`src/rtl/uart_tx_arbiter.sv`:
```
// uart_tx_arbiter: round-robin sharing of one memory-mapped UART transmitter
// among NUM_REQ byte producers. Each grant moves one byte. The byte is
// written only after a status read has returned "buffer empty" (bit 0).
// The transmitter acknowledge is registered and lingers one extra cycle, so
// a masking gap cycle separates every pair of bus transactions.
// Optional feature macro: LINE_LOCK_EN. When it is defined, a requester keeps
// the grant until it sends 8'h0A or drops req_valid, so text lines are not
// interleaved.

module uart_tx_arbiter #(
  parameter int          NUM_REQ   = 4,
  parameter logic [31:0] UART_ADDR = 32'h0200_0000
) (
  input  logic                 clk,
  input  logic                 resetn,
  input  logic [NUM_REQ-1:0]   req_valid,
  input  logic [8*NUM_REQ-1:0] req_data,
  output logic [NUM_REQ-1:0]   req_ready,
  output logic                 uart_enable,
  output logic                 uart_mem_valid,
  output logic [3:0]           uart_mem_wstrb,
  output logic [31:0]          uart_mem_wdata,
  output logic [31:0]          uart_mem_addr,
  input  logic [31:0]          uart_mem_rdata,
  input  logic                 uart_mem_ready,
  output logic [2:0]           grant_id,
  output logic                 busy
);

  typedef enum logic [2:0] {
    ST_IDLE  = 3'd0,
    ST_POLL  = 3'd1,
    ST_GAP_P = 3'd2,
    ST_GAP_W = 3'd3,
    ST_WRITE = 3'd4,
    ST_DONE  = 3'd5
  } state_t;

  state_t               state_r;
  state_t               state_nxt_s;

  logic [2:0]           rr_ptr_r;
  logic [2:0]           grant_id_r;
  logic [31:0]          wdata_r;
  logic [NUM_REQ-1:0]   req_ready_r;
  logic                 enable_r;
  logic                 valid_r;
  logic [3:0]           wstrb_r;
  logic                 busy_r;

  logic [NUM_REQ-1:0]   req_ready_nxt_s;
  logic                 enable_nxt_s;
  logic                 valid_nxt_s;
  logic [3:0]           wstrb_nxt_s;
  logic                 busy_nxt_s;

  logic [7:0]           valid_pad_s;
  logic [63:0]          data_pad_s;
  logic [7:0]           gnt_byte_s;
  logic [7:0]           onehot_s;
  logic [2:0]           gid_plus1_s;
  logic [2:0]           search_base_s;
  logic [2:0]           gnt_idx_s;
  logic                 gnt_found_s;
  logic [3:0]           cand_s;
  logic                 unused_rdata_s;

`ifdef LINE_LOCK_EN
  logic                 lock_r;
`endif

  // Requester vectors padded to the 8-requester maximum so 3-bit indices are always in range.
  assign valid_pad_s    = 8'(req_valid);
  assign data_pad_s     = 64'(req_data);
  assign gnt_byte_s     = data_pad_s[{gnt_idx_s, 3'b000} +: 8];
  assign unused_rdata_s = ^uart_mem_rdata[31:1];

  // Successor of the current grant, wrapping at NUM_REQ.
  always_comb begin
    if (grant_id_r == 3'(NUM_REQ - 1)) begin
      gid_plus1_s = 3'd0;
    end else begin
      gid_plus1_s = grant_id_r + 3'd1;
    end
  end

  // Round-robin search for the first valid requester at or after the search base.
  always_comb begin
    gnt_found_s = 1'b0;
    gnt_idx_s   = 3'd0;
    cand_s      = 4'd0;
`ifdef LINE_LOCK_EN
    if (lock_r) begin
      search_base_s = gid_plus1_s;
    end else begin
      search_base_s = rr_ptr_r;
    end
`else
    search_base_s = rr_ptr_r;
`endif
    for (int k = 0; k < NUM_REQ; k++) begin
      cand_s = {1'b0, search_base_s} + 4'(k);
      if (cand_s >= 4'(NUM_REQ)) begin
        cand_s = cand_s - 4'(NUM_REQ);
      end else begin
        cand_s = cand_s;
      end
      if (!gnt_found_s && valid_pad_s[cand_s[2:0]]) begin
        gnt_found_s = 1'b1;
        gnt_idx_s   = cand_s[2:0];
      end else begin
        gnt_found_s = gnt_found_s;
      end
    end
`ifdef LINE_LOCK_EN
    // A locked requester that still has data overrides the round-robin choice.
    if (lock_r && valid_pad_s[grant_id_r]) begin
      gnt_found_s = 1'b1;
      gnt_idx_s   = grant_id_r;
    end else begin
      gnt_idx_s   = gnt_idx_s;
    end
`endif
  end

  // FSM state register.
  always_ff @(posedge clk or negedge resetn) begin
    if (!resetn) begin
      state_r <= ST_IDLE;
    end else begin
      state_r <= state_nxt_s;
    end
  end

  // FSM next-state logic; acknowledge is ignored in the gap and done cycles.
  always_comb begin
    state_nxt_s = state_r;
    case (state_r)
      ST_IDLE: begin
        if (gnt_found_s) begin
          state_nxt_s = ST_POLL;
        end else begin
          state_nxt_s = ST_IDLE;
        end
      end
      ST_POLL: begin
        if (uart_mem_ready) begin
          if (uart_mem_rdata[0]) begin
            state_nxt_s = ST_GAP_W;
          end else begin
            state_nxt_s = ST_GAP_P;
          end
        end else begin
          state_nxt_s = ST_POLL;
        end
      end
      ST_GAP_P: state_nxt_s = ST_POLL;
      ST_GAP_W: state_nxt_s = ST_WRITE;
      ST_WRITE: begin
        if (uart_mem_ready) begin
          state_nxt_s = ST_DONE;
        end else begin
          state_nxt_s = ST_WRITE;
        end
      end
      ST_DONE:  state_nxt_s = ST_IDLE;
      default:  state_nxt_s = ST_IDLE;
    endcase
  end

  // FSM output decode, computed from the next state so the outputs can be registered.
  always_comb begin
    onehot_s        = 8'd1 << grant_id_r;
    req_ready_nxt_s = {NUM_REQ{1'b0}};
    enable_nxt_s    = 1'b0;
    valid_nxt_s     = 1'b0;
    wstrb_nxt_s     = 4'b0000;
    busy_nxt_s      = (state_nxt_s != ST_IDLE);
    case (state_nxt_s)
      ST_POLL: begin
        enable_nxt_s = 1'b1;
        valid_nxt_s  = 1'b1;
        wstrb_nxt_s  = 4'b0000;
      end
      ST_WRITE: begin
        enable_nxt_s = 1'b1;
        valid_nxt_s  = 1'b1;
        wstrb_nxt_s  = 4'b0001;
      end
      ST_DONE: begin
        req_ready_nxt_s = onehot_s[NUM_REQ-1:0];
      end
      default: begin
        enable_nxt_s = 1'b0;
        valid_nxt_s  = 1'b0;
      end
    endcase
  end

  // Registered bus and handshake outputs; async reset drops the bus request at once.
  always_ff @(posedge clk or negedge resetn) begin
    if (!resetn) begin
      req_ready_r <= {NUM_REQ{1'b0}};
      enable_r    <= 1'b0;
      valid_r     <= 1'b0;
      wstrb_r     <= 4'b0000;
      busy_r      <= 1'b0;
    end else begin
      req_ready_r <= req_ready_nxt_s;
      enable_r    <= enable_nxt_s;
      valid_r     <= valid_nxt_s;
      wstrb_r     <= wstrb_nxt_s;
      busy_r      <= busy_nxt_s;
    end
  end

  // Grant capture (byte and id latched in IDLE) and round-robin pointer update in DONE.
  always_ff @(posedge clk or negedge resetn) begin
    if (!resetn) begin
      grant_id_r <= 3'd0;
      wdata_r    <= 32'd0;
      rr_ptr_r   <= 3'd0;
`ifdef LINE_LOCK_EN
      lock_r     <= 1'b0;
`endif
    end else begin
      if ((state_r == ST_IDLE) && gnt_found_s) begin
        grant_id_r <= gnt_idx_s;
        wdata_r    <= {24'd0, gnt_byte_s};
      end else begin
        grant_id_r <= grant_id_r;
        wdata_r    <= wdata_r;
      end
`ifdef LINE_LOCK_EN
      if (state_r == ST_DONE) begin
        if (wdata_r[7:0] == 8'h0A) begin
          lock_r   <= 1'b0;
          rr_ptr_r <= gid_plus1_s;
        end else begin
          lock_r   <= 1'b1;
          rr_ptr_r <= rr_ptr_r;
        end
      end else if ((state_r == ST_IDLE) && lock_r && !valid_pad_s[grant_id_r]) begin
        lock_r   <= 1'b0;
        rr_ptr_r <= gid_plus1_s;
      end else begin
        lock_r   <= lock_r;
        rr_ptr_r <= rr_ptr_r;
      end
`else
      if (state_r == ST_DONE) begin
        rr_ptr_r <= gid_plus1_s;
      end else begin
        rr_ptr_r <= rr_ptr_r;
      end
`endif
    end
  end

  assign req_ready      = req_ready_r;
  assign uart_enable    = enable_r;
  assign uart_mem_valid = valid_r;
  assign uart_mem_wstrb = wstrb_r;
  assign uart_mem_wdata = wdata_r;
  assign uart_mem_addr  = UART_ADDR;
  assign grant_id       = grant_id_r;
  assign busy           = busy_r;

endmodule

```
`config.mk`:
```
export PLATFORM = sky130hd
export DESIGN_NAME = uart_tx_arbiter
export DESIGN_NICKNAME = d
export VERILOG_FILES = /design/src/rtl/uart_tx_arbiter.sv
export SDC_FILE = /design/constraint.sdc
export NUM_CORES = 1
export LEC_CHECK = 0
export ABC_AREA = 0
export BUFFER_PORTS_ARGS = -buffer_cell sky130_fd_sc_hd__buf_2
export CAP_MARGIN = 30
export CORE_UTILIZATION = 41
export CTS_CLUSTER_DIAMETER = 100
export CTS_CLUSTER_SIZE = 8
export DETAILED_ROUTE_END_ITERATION = 12
export PLACE_DENSITY = 0.84
export SKIP_CTS_REPAIR_TIMING = 1
export SLEW_MARGIN = 20
export SYNTH_ARGS = -nofsm -noshare
export SYNTH_HDL_FRONTEND = slang
export SYNTH_SLANG_ARGS = --single-unit
```
`constraint.sdc`:
```
create_clock -name clk -period 3.5 [get_ports clk]
set_input_delay 0.175 -clock clk [delete_from_list [all_inputs] [get_ports clk]]
set_output_delay 0.175 -clock clk [all_outputs]
set_load 0.01 [all_outputs]
```
==> impl_metrics.csv <==
group,metric,value,unit
status,outcome,"completed",
global_route,antenna_found_initial,0,
logic_synthesis,synth_edf_count,0,
timing,clock.fmax,0.324,GHz
worst_setup_path,crit_required,3680,ps
job,maxCapViolations,0,
worst_setup_path,rr_startpoint,"rr_ptr_r[1]",
timing,fin_crit_sh,88.1,%
timing,worst-slew-pin-transition,528,ps
floorplan,ios,149,
worst_setup_path,critPathLaunchType,"flop",
timing,slew_violations,0,
final_layout,final.fill_count,463,
timing,fin_skew,1.81,ps
logic_synthesis,synthArstFlopShare,100,%
logic_synthesis,ys.flop_type,"dfrtp_1",
clock_network,clock_latency,260,ps
timing,fin_setup_tns,0,ps
timing,setup_viol,0,
worst_setup_path,reg2reg_to,"uart_mem_wdata[7]",
clock_network,numCtsBuffers,3,
logic_synthesis,synth_cells,219,
clock_network,clk_pin_slew,80,ps
logic_synthesis,ys_warn_count,0,
final_layout,nets,349,
routing,vias,1486,
worst_setup_path,cp.arrival,3260,ps
hold_path,hold_depth,2,
place,gp_congestion,0.742,
worst_setup_path,crit_chain,"inv_1 > ha_1 > mux4_2 > a21o_1 > nor3_4 > a211oi_1 > a311o_1 > o221ai_1",
worst_setup_path,critPathKind,"reg -> reg",
timing,grt_setup_unrepaired,"no",
place,io_buffers,58,
floorplan,core_region_area,4690,µm²
power,power.leakage,1.15,nW
power,p_per_area,740,nW/µm²
logic_synthesis,ys_seq_elements,24,
worst_setup_path,path_buf_inv,1,
global_route,grt_use_total,13.4,%
worst_setup_path,max_stage_delay,610,ps
global_route,grt_pass1_vias,1261,
place,dp.cells,320,
global_route,grt_max_degree,25,
final_layout,layout-drive-gt1-share,26.6,%
floorplan,dieArea,5150,µm²
routing,via_per_inst,4.57,
final_layout,antennaDiodeCount,0,
routing,drc,0,
worst_setup_path,r2r_cells,8,
global_route,grt_pass1_wl,5470,µm
worst_setup_path,worst_path_max_delay_cell,"dfrtp_1",
logic_synthesis,synth_area,1990,µm²
hold_path,hold_path.startpoint,"uart_mem_ready",
clock_network,htree_num_levels,1,
power,ir_worst_vdd,0.000334,V
worst_setup_path,critPathMaxFanout,14,
floorplan,fp-row-count,25,
routing,routed_wl,3570,µm
clock_network,cts-root-buf,"clkbuf_8",
hold_path,hold_path.class,"in -> reg",
global_route,top_usage_layer,"met2",
floorplan,die_h,71.7,µm
worst_setup_path,setup.worst_path.end_class,"flop",
clock_network,cts.path.max_buffers,2,
hold_path,hold_end,"uart_mem_wstrb[0]",
global_route,use_met2,23.9,%
logic_synthesis,yosysUniqueCellTypes,36,
routing,antenna_left,0,
final_layout,final_cells,325,
worst_setup_path,timing.reg2reg.setup_slack,420,ps
global_route,grt_overflow,0,
timing,maxSlewHeadroom,64.8,%
worst_setup_path,path_delay_family,"compound AO/OA/AOI/OAI gates",
floorplan,initial_core_util,42.5,%
clock_network,cts_sinks,24,
timing,hold_viol_final,0,
floorplan,die_w,71.7,µm
routing,dr.first_iter.drc_count,47,
logic_synthesis,yosysSeqAreaShare,30.1,%
global_route,use_met1,17.1,%
timing,period_needed,3080,ps
clock_network,cts_tree,"yes",
place,dp.final_hpwl,2760,µm
global_route,grtUsageMet3,1.69,%
logic_synthesis,syn_avg_cell_area,9.11,µm²
routing,wl_per_cell,11.0,µm
routing,dr.pass1.iters,4,
final_layout,syn_to_final_growth,7.97,%
==> cells by family after synthesis <==
kind of cell               Yosys count  share of synthesized area (%)
buffers and inverters               77                           26.5
AOI/OAI and AO/OA                   37                           13.4
other                                2                          0.377
adders and majority gates            6                           3.76
DFF                                 24                           30.1
muxes                               23                           13.5
and+or+nand+nor                     50                           12.3
==> synthesized netlist by cell type, drive strengths merged (4+ instances only) <==
library cell	n	area, µm²
mux2i	19	190
clkbuf	4	15.0
a21oi	7	35.0
ha	6	75.1
inv	6	22.5
nand2b	6	37.5
o221ai	8	70.1
nor2	10	37.5
buf	67	492
dfrtp	24	601
and2	4	25.0
o21ai	6	30.0
nand2	20	75.1
==> power breakdown <==
| group | internal (mW) | switching, mW | total (mW) |
|---|---|---|---|
| registers | 0.381 | 0.0927 | 0.474 |
| clock network | 0.100 | 0.0831 | 0.183 |
| logic | 0.412 | 0.524 | 0.936 |
==> per-stage QoR <==
step	utilization, %	setup slack, ps	total power, mW	hold slack (ps)	instance area [µm²]
3_3_place_gp	44.5	472	1.39	182	2090
6_report	45.9	417	1.59	175	2150
3_5_place_dp	44.5	407	1.42	193	2090
5_1_grt	45.9	201	1.73	201	2150
4_1_cts	45.7	405	1.61	-97.0	2140
2_1_floorplan	-	731	1.24	-121	2210
==> layout make-up <==
cell class | instances | area [µm²] | area share (%)
Clock buffer | 4 | 55.1 | 2.56
Inverter | 6 | 22.5 | 1.05
Multi-Input combinational cell | 175 | 1080 | 50.4
Sequential cell | 24 | 601 | 27.9
Tap cell | 54 | 67.6 | 3.14
Timing Repair Buffer | 62 | 323 | 15.0
==> metal layers <==
metal	up-vias	part of all wire (%)
met5	-	0
met2	52	51
met1	688	44
met3	4	3.7
met4	0	0.90
li1	742	-
==> cells in the final DEF, fill, tap and decap left out, drive strengths merged, types with 2 or more instances in the layout <==
master	netlist	routed
a211o	2	2
a21o	2	2
a21oi	7	7
a31oi	2	2
and2	4	4
buf	67	61
clkbuf	4	4
conb	2	59
dfrtp	24	24
ha	6	6
inv	6	6
mux2i	19	19
mux4	3	3
nand2	20	20
nand2b	6	6
nand3	3	3
nand4	2	2
nor2	10	10
nor3	3	3
o21ai	6	6
o221ai	8	8
o22ai	2	2
==> registers in the layout, summed over array words and instances (netlist names) <==
register,flops
busy,1
grant_id,3
state_r,3
uart_mem_wdata,8
uart_mem_wstrb,1
uart_mem_valid,1
req_ready,4
rr_ptr_r,3
==> worst max-delay path by stage <==
| stage | start | end | slack, ps | depth (start not counted) |
|---|---|---|---|---|
| global placement | rr_ptr_r[1] | uart_mem_wdata[6] | 470 | 8 |
| CTS | rr_ptr_r[1] | uart_mem_wdata[3] | 410 | 8 |
| finish | rr_ptr_r[1] | uart_mem_wdata[7] | 420 | 8 |
| global route | rr_ptr_r[1] | uart_mem_wdata[6] | 200 | 8 |
| floorplan | rr_ptr_r[0] | uart_mem_wdata[6] | 730 | 11 |
| detailed placement | rr_ptr_r[1] | uart_mem_wdata[7] | 410 | 8 |
Power figures use the tool's default switching activity.
